`src/rtl/paralelo_serial.sv`:
```
// Serial link transmitter: 8-bit parallel in, MSB-first bit stream out.
// Optional PERIODIC_COMMA_EN forces a comma every SKIP_PERIOD data bytes.
module paralelo_serial #(
  parameter int COMMA_COUNT = 4,
  parameter int SKIP_PERIOD = 16
) (
  input  logic       clk_32f,
  input  logic       reset,
  input  logic [7:0] data_in,
  input  logic       valid_in,
  output logic       ready_out,
  output logic       data_out,
  output logic       valid_out,
  output logic       active_out
);

  typedef enum logic {SYNC, SEND} state_t;

  localparam logic [7:0] COMMA      = 8'hBC;
  localparam logic [3:0] LAST_COMMA = 4'(COMMA_COUNT - 1);

  state_t      state, state_nx;
  logic [7:0]  shreg, shreg_nx;
  logic [2:0]  bit_cnt;
  logic [3:0]  comma_cnt, comma_cnt_nx;
  logic        valid_nx, active_nx;
  logic        boundary, take, hold_off;

`ifdef PERIODIC_COMMA_EN
  logic [7:0] run_cnt, run_cnt_nx;

  assign hold_off = (run_cnt == 8'(SKIP_PERIOD));

  always_comb begin
    run_cnt_nx = run_cnt;
    if (boundary)
      run_cnt_nx = take ? run_cnt + 8'd1 : 8'd0;
  end

  always_ff @(posedge clk_32f or posedge reset) begin
    if (reset) run_cnt <= 8'd0;
    else       run_cnt <= run_cnt_nx;
  end
`else
  // no run limit in this build; legal SKIP_PERIOD is never 0
  assign hold_off = (SKIP_PERIOD == 0);
`endif

  assign boundary  = (bit_cnt == 3'd7);
  assign ready_out = boundary && !hold_off &&
                     (state == SEND || comma_cnt == LAST_COMMA);
  assign take      = valid_in && ready_out;
  assign data_out  = shreg[7];

  always_comb begin
    state_nx     = state;
    shreg_nx     = {shreg[6:0], 1'b0};
    comma_cnt_nx = comma_cnt;
    valid_nx     = valid_out;
    active_nx    = active_out;
    if (boundary) begin
      shreg_nx = take ? data_in : COMMA;
      valid_nx = take;
      case (state)
        SYNC: begin
          comma_cnt_nx = comma_cnt + 4'd1;
          if (comma_cnt == LAST_COMMA) begin
            state_nx  = SEND;
            active_nx = 1'b1;
          end
        end
        SEND: state_nx = SEND;
        default: state_nx = SYNC;
      endcase
    end
  end

  always_ff @(posedge clk_32f or posedge reset) begin
    if (reset) begin
      state      <= SYNC;
      shreg      <= COMMA;
      bit_cnt    <= 3'd0;
      comma_cnt  <= 4'd0;
      valid_out  <= 1'b0;
      active_out <= 1'b0;
    end else begin
      state      <= state_nx;
      shreg      <= shreg_nx;
      bit_cnt    <= bit_cnt + 3'd1;
      comma_cnt  <= comma_cnt_nx;
      valid_out  <= valid_nx;
      active_out <= active_nx;
    end
  end

endmodule

```
`config.mk`:
```
export PLATFORM = sky130hd
export DESIGN_NAME = paralelo_serial
export DESIGN_NICKNAME = d
export VERILOG_FILES = /design/src/rtl/paralelo_serial.sv
export SDC_FILE = /design/constraint.sdc
export NUM_CORES = 1
export LEC_CHECK = 0
export CAP_MARGIN = 0
export CORE_MARGIN = 3
export CORE_UTILIZATION = 47
export DETAILED_ROUTE_END_ITERATION = 10
export GPL_TIMING_DRIVEN = 0
export HOLD_SLACK_MARGIN = 0.15
export PLACE_DENSITY = 0.73
export RECOVER_POWER = 50
export SLEW_MARGIN = 10
export SYNTH_ARGS = -nofsm -noshare
export SYNTH_HDL_FRONTEND = slang
export SYNTH_SLANG_ARGS = --single-unit
```
`constraint.sdc`:
```
create_clock -name clk_32f -period 1.8 [get_ports clk_32f]
set_clock_uncertainty 0.05 [all_clocks]
set_input_delay 0.36 -clock clk_32f [delete_from_list [all_inputs] [get_ports clk_32f]]
set_output_delay 0.36 -clock clk_32f [all_outputs]
set_load 0.005 [all_outputs]
```
==> impl_results.html, run 1 <==
<table>
<tr><th>Metric</th><th>Value</th></tr>
<tr><th colspan="2">Cells and area</th></tr>
<tr><td>Register area</td><td>457 sq um</td></tr>
<tr><td>Area Growth Syn to Fin</td><td>33.0%</td></tr>
<tr><td>Total area of multi-input combinational cells</td><td>246 sq um</td></tr>
<tr><td>Cell Count, Final, Fillers Out</td><td>87</td></tr>
<tr><td>Filler Cell Count</td><td>106</td></tr>
<tr><td>Number of nets in the finished design</td><td>87</td></tr>
<tr><td>Ant diodes</td><td>0</td></tr>
<tr><td>Final standard cell utilization of the core</td><td>0.701</td></tr>
<tr><td>Share of layout cells above drive strength 1</td><td>0.319</td></tr>
<tr><th colspan="2">CTS</th></tr>
<tr><td>Reg clk slew, reported paths</td><td>0.09 ns</td></tr>
<tr><td>Number of buffers on the longest clock path</td><td>2</td></tr>
<tr><td>Number of buffers inserted during clock tree synthesis</td><td>3</td></tr>
<tr><td>Clock insertion delay at the later pin of the skew report</td><td>0.28 ns</td></tr>
<tr><td>Max H-tree Level</td><td>1</td></tr>
<tr><td>CTS tree</td><td>yes</td></tr>
<tr><td>Sink count of the clock tree</td><td>18</td></tr>
<tr><td>CTS root buffer</td><td>sky130_fd_sc_hd__clkbuf_4</td></tr>
<tr><th colspan="2">STA</th></tr>
<tr><td>Highest attainable clock frequency</td><td>578 MHz</td></tr>
<tr><td>Min setup slack post-route</td><td>0.0701 ns</td></tr>
<tr><td>Final critical delay including setup and external delays</td><td>1.73 ns</td></tr>
<tr><td>Fraction of the cycle the final worst path needs</td><td>0.961</td></tr>
<tr><td>Worst Max-Slew Pin Slew</td><td>0.645 ns</td></tr>
<tr><td>TNS Setup</td><td>0 ns</td></tr>
<tr><td>Normalized max-slew margin</td><td>0.570</td></tr>
<tr><td>Fin Hold WS</td><td>0.386 ns</td></tr>
<tr><td>Count of endpoints failing hold in the final timing report</td><td>0</td></tr>
<tr><td>Setup repair after global routing missed its margin</td><td>no</td></tr>
<tr><td>Number of failing setup endpoints in the final timing report</td><td>0</td></tr>
<tr><td>Slew Limit Fails</td><td>0</td></tr>
<tr><th colspan="2">Route</th></tr>
<tr><td>First-pass DRT Iterations</td><td>3</td></tr>
<tr><td>1st-iter DRT viols</td><td>1</td></tr>
<tr><td>Vias after detailed routing</td><td>435</td></tr>
<tr><td>Total detailed-routing wirelength</td><td>1180 um</td></tr>
<tr><td>Final routed wire length divided by cell count</td><td>13.6 um</td></tr>
<tr><td>DRT antenna net count</td><td>0</td></tr>
<tr><td>Drc violations</td><td>0</td></tr>
<tr><td>Detailed-route vias per instance</td><td>5.00</td></tr>
<tr><th colspan="2">Status</th></tr>
<tr><td>Outcome</td><td>complete, no violations</td></tr>
<tr><th colspan="2">Setup path</th></tr>
<tr><td>Slowest cell on the critical path</td><td>sky130_fd_sc_hd__dfrtp_1</td></tr>
<tr><td>Arrival time at the worst endpoint</td><td>1.32 ns</td></tr>
<tr><td>Top Family by Delay on Critical Path</td><td>flip-flops</td></tr>
<tr><td>Crit Reg-Reg Startpoint</td><td>bit_cnt[0]$_DFF_PP0_</td></tr>
<tr><td>Type of the setup path with the least slack</td><td>reg2out</td></tr>
<tr><td>Worst reg2reg path depth</td><td>6</td></tr>
<tr><td>Buffer and inverter count on the worst path</td><td>1</td></tr>
<tr><td>Max FO, Critical Path</td><td>2</td></tr>
<tr><td>Register-to-register setup slack</td><td>0.17 ns</td></tr>
<tr><td>List of cells traversed by the critical path</td><td>ha_2, nor3b_4, o21a_1, buf_2</td></tr>
<tr><td>Crit end category</td><td>output port</td></tr>
<tr><td>Data required, critical path</td><td>1.39 ns</td></tr>
<tr><td>Max stage delay on crit path</td><td>0.41 ns</td></tr>
<tr><td>End of the worst register-to-register path</td><td>comma_cnt[1]$_DFFE_PP0P_</td></tr>
<tr><td>Startpoint class of the critical path</td><td>flop</td></tr>
<tr><th colspan="2">Placed design</th></tr>
<tr><td>Port Buffers</td><td>14</td></tr>
<tr><td>Cell Count Post-Placement</td><td>79</td></tr>
<tr><td>Setup slack after placement</td><td>-0.253 ns</td></tr>
<tr><td>Dpl hpwl</td><td>842 um</td></tr>
<tr><td>Weighted congestion reported at the end of routability-driven placement</td><td>0.665</td></tr>
<tr><th colspan="2">Logic synthesis</th></tr>
<tr><td>Share of the synthesized area in the top cell type</td><td>0.452</td></tr>
<tr><td>Main combinational cell family by area after synthesis</td><td>compound AO/OA/AOI/OAI gates</td></tr>
<tr><td>Total of warnings raised by yosys</td><td>0</td></tr>
<tr><td>Xor-xnor portion of the synthesized cell area</td><td>0.0365</td></tr>
<tr><td>Mean Syn Cell Area</td><td>14.4 sq um</td></tr>
<tr><td>Post-Synthesis Cells</td><td>50</td></tr>
<tr><td>Simple-gate share of the synthesized area</td><td>0.0678</td></tr>
<tr><td>Adder-cell share of the synthesized area</td><td>0.0522</td></tr>
<tr><td>Sequential area share after synthesis</td><td>0.635</td></tr>
<tr><td>Library cell occupying the most area in the post-synthesis netlist</td><td>sky130_fd_sc_hd__dfrtp_1</td></tr>
<tr><td>Synth top area cells</td><td>sky130_fd_sc_hd__dfrtp_1 (45%), sky130_fd_sc_hd__dfstp_2 (18%), sky130_fd_sc_hd__o22a_1 (6.1%)</td></tr>
<tr><td>Compound-gate portion of the synthesized area</td><td>0.150</td></tr>
<tr><td>Area of the mapped netlist</td><td>719 sq um</td></tr>
<tr><td>Number of library cell types mapped by synthesis</td><td>19</td></tr>
<tr><td>Net count of the mapped netlist</td><td>64</td></tr>
<tr><td>Post-synthesis sequential element count</td><td>18</td></tr>
<tr><td>Portion of netlist area occupied by mux cells</td><td>0.0157</td></tr>
<tr><th colspan="2">Die</th></tr>
<tr><td>Number of top-level pins</td><td>15</td></tr>
<tr><td>Die Y-Extent</td><td>45.1 um</td></tr>
<tr><td>Number of core rows</td><td>13</td></tr>
<tr><td>Starting density of the core</td><td>0.527</td></tr>
<tr><td>Horizontal die dimension</td><td>45.1 um</td></tr>
<tr><td>Core region area</td><td>0.00137 sq mm</td></tr>
<tr><td>Die area</td><td>0.00204 sq mm</td></tr>
<tr><th colspan="2">GRT</th></tr>
<tr><td>Maximum number of pins on one net before global-route repair</td><td>19</td></tr>
<tr><td>Total routing resource utilization after global routing</td><td>0.143</td></tr>
<tr><td>Global-route wire length before repair</td><td>2020 um</td></tr>
<tr><td>Antenna violations before repair</td><td>0</td></tr>
<tr><td>Vias in the first global route</td><td>471</td></tr>
<tr><td>Remaining global-route overflow</td><td>0</td></tr>
<tr><th colspan="2">Power and ir drop</th></tr>
<tr><td>Leak Pwr</td><td>0.429 nW</td></tr>
<tr><td>Worst IR Drop VDD</td><td>0.000627 V</td></tr>
<tr><td>PD cells</td><td>731 mW/mm^2</td></tr>
<tr><th colspan="2">Run</th></tr>
<tr><td>Max-cap violations</td><td>0</td></tr>
<tr><th colspan="2">Hold path</th></tr>
<tr><td>End of the worst hold path</td><td>bit_cnt[0]$_DFF_PP0_</td></tr>
<tr><td>Hold path cells</td><td>1</td></tr>
<tr><td>Hold path startpoint</td><td>bit_cnt[0]$_DFF_PP0_</td></tr>
<tr><td>Worst hold-check path type</td><td>reg2reg</td></tr>
</table>
==> logic make-up after synthesis <==
kind of cell             Yosys count
adder cells (fa/ha/maj)            3
buffers and inverters              8
XOR/XNOR                           3
multiplexers                       1
AND/OR/NAND/NOR                    5
flip-flops                        18
AO/OA/AOI/OAI                     12
==> timing repair <==
action / in CTS / in global routing
resized for setup: 9 / 2
hold buffers: 0 / 0
hold endpoints to repair: 0 / 0
setup buffers: 4 / 1
setup endpoints to repair: 1 / 1
pin swaps: 2 / 2
==> cell usage in the layout (no fill, tap or decap), drive strengths merged <==
master	count
buf	6
mux2	1
xor2	1
nand2	1
ha	3
nor2b	1
nor3b	1
dlygate4sd3	1
dfstp	5
o21a	1
inv	7
dfrtp	13
clkdlybuf4s50	12
and3	1
xnor2	2
o22ai	2
o211ai	1
a21o	2
nand4	1
o22a	5
clkbuf	4
o21ai	1
==> area by class of cell <==
| cell class | count | share of cell area |
|---|---|---|
| timing repair buffer | 19 | 0.180 |
| sequential | 18 | 0.477 |
| multi-input combinational | 24 | 0.258 |
| tap | 15 | 0.0196 |
| inverter | 7 | 0.0275 |
| clock buffer | 4 | 0.0379 |
==> through the flow <==
stage / total power (W) / area (sq um)
6_report: 0.000700 / 957
5_1_grt: 0.000734 / 957
4_1_cts: 0.000716 / 961
3_5_place_dp: 0.000473 / 878
3_3_place_gp: 0.000472 / 878
2_1_floorplan: 0.000442 / 719
==> routing by layer <==
metal	part of all wire	track usage	wire, um	vias to the layer above
met5	0	0	0	-
met2	0.51	0.237	598	11
met3	0.055	0.0239	65	0
li1	-	-	-	216
met4	0	0.0702	0	0
met1	0.44	0.179	515	208
==> worst max path at each step <==
stage                                  start         to  slack (ns)  cells past startpoint
CTS                     bit_cnt[0]$_DFF_PP0_  ready_out       0.006                      5
global route        comma_cnt[0]$_DFFE_PP0P_  ready_out        0.02                      4
global placement        bit_cnt[0]$_DFF_PP0_  ready_out       -0.24                      5
floorplan               bit_cnt[0]$_DFF_PP0_  ready_out        0.33                      4
finish              comma_cnt[0]$_DFFE_PP0P_  ready_out        0.07                      4
detailed placement      bit_cnt[0]$_DFF_PP0_  ready_out       -0.25                      5
==> synth_stat cells <==
library cell / instances
sky130_fd_sc_hd__dfrtp_1: 13
sky130_fd_sc_hd__inv_1: 7
sky130_fd_sc_hd__dfstp_2: 5
sky130_fd_sc_hd__o22a_1: 5
sky130_fd_sc_hd__ha_1: 3
sky130_fd_sc_hd__a21o_2: 2
sky130_fd_sc_hd__o22ai_1: 2
sky130_fd_sc_hd__xnor2_1: 2
sky130_fd_sc_hd__and3_1: 1
sky130_fd_sc_hd__buf_2: 1
sky130_fd_sc_hd__mux2_2: 1
sky130_fd_sc_hd__nand2_1: 1
sky130_fd_sc_hd__nand4_1: 1
sky130_fd_sc_hd__nor2b_4: 1
sky130_fd_sc_hd__nor3b_4: 1
sky130_fd_sc_hd__o211ai_4: 1
sky130_fd_sc_hd__o21a_1: 1
sky130_fd_sc_hd__o21ai_0: 1
sky130_fd_sc_hd__xor2_1: 1
==> registers in the layout, summed over array words and instances (netlist names) <==
signal	flops
valid_out	1
active_out	1
comma_cnt	4
shreg	8
bit_cnt	3
state	1
==> report_power, final <==
part / switching (W) / internal [W] / total (W)
clock network: 0.000113 / 0.000123 / 0.000236
registers: 0.00000267 / 0.000417 / 0.000420
logic: 0.0000157 / 0.0000284 / 0.0000441
total: 0.000131 / 0.000569 / 0.000700
Power figures use the tool's default switching activity.
==> inputs of run 2 (changes only) <==
--- a/config.mk
+++ b/config.mk
@@ -5,7 +5,6 @@
 export SDC_FILE = /design/constraint.sdc
 export NUM_CORES = 1
 export LEC_CHECK = 0
-export CAP_MARGIN = 0
 export CORE_MARGIN = 3
 export CORE_UTILIZATION = 47
 export DETAILED_ROUTE_END_ITERATION = 10
==> results of run 2 <==
Same layout as run 1: the final DEF is identical, and so are final timing and power.
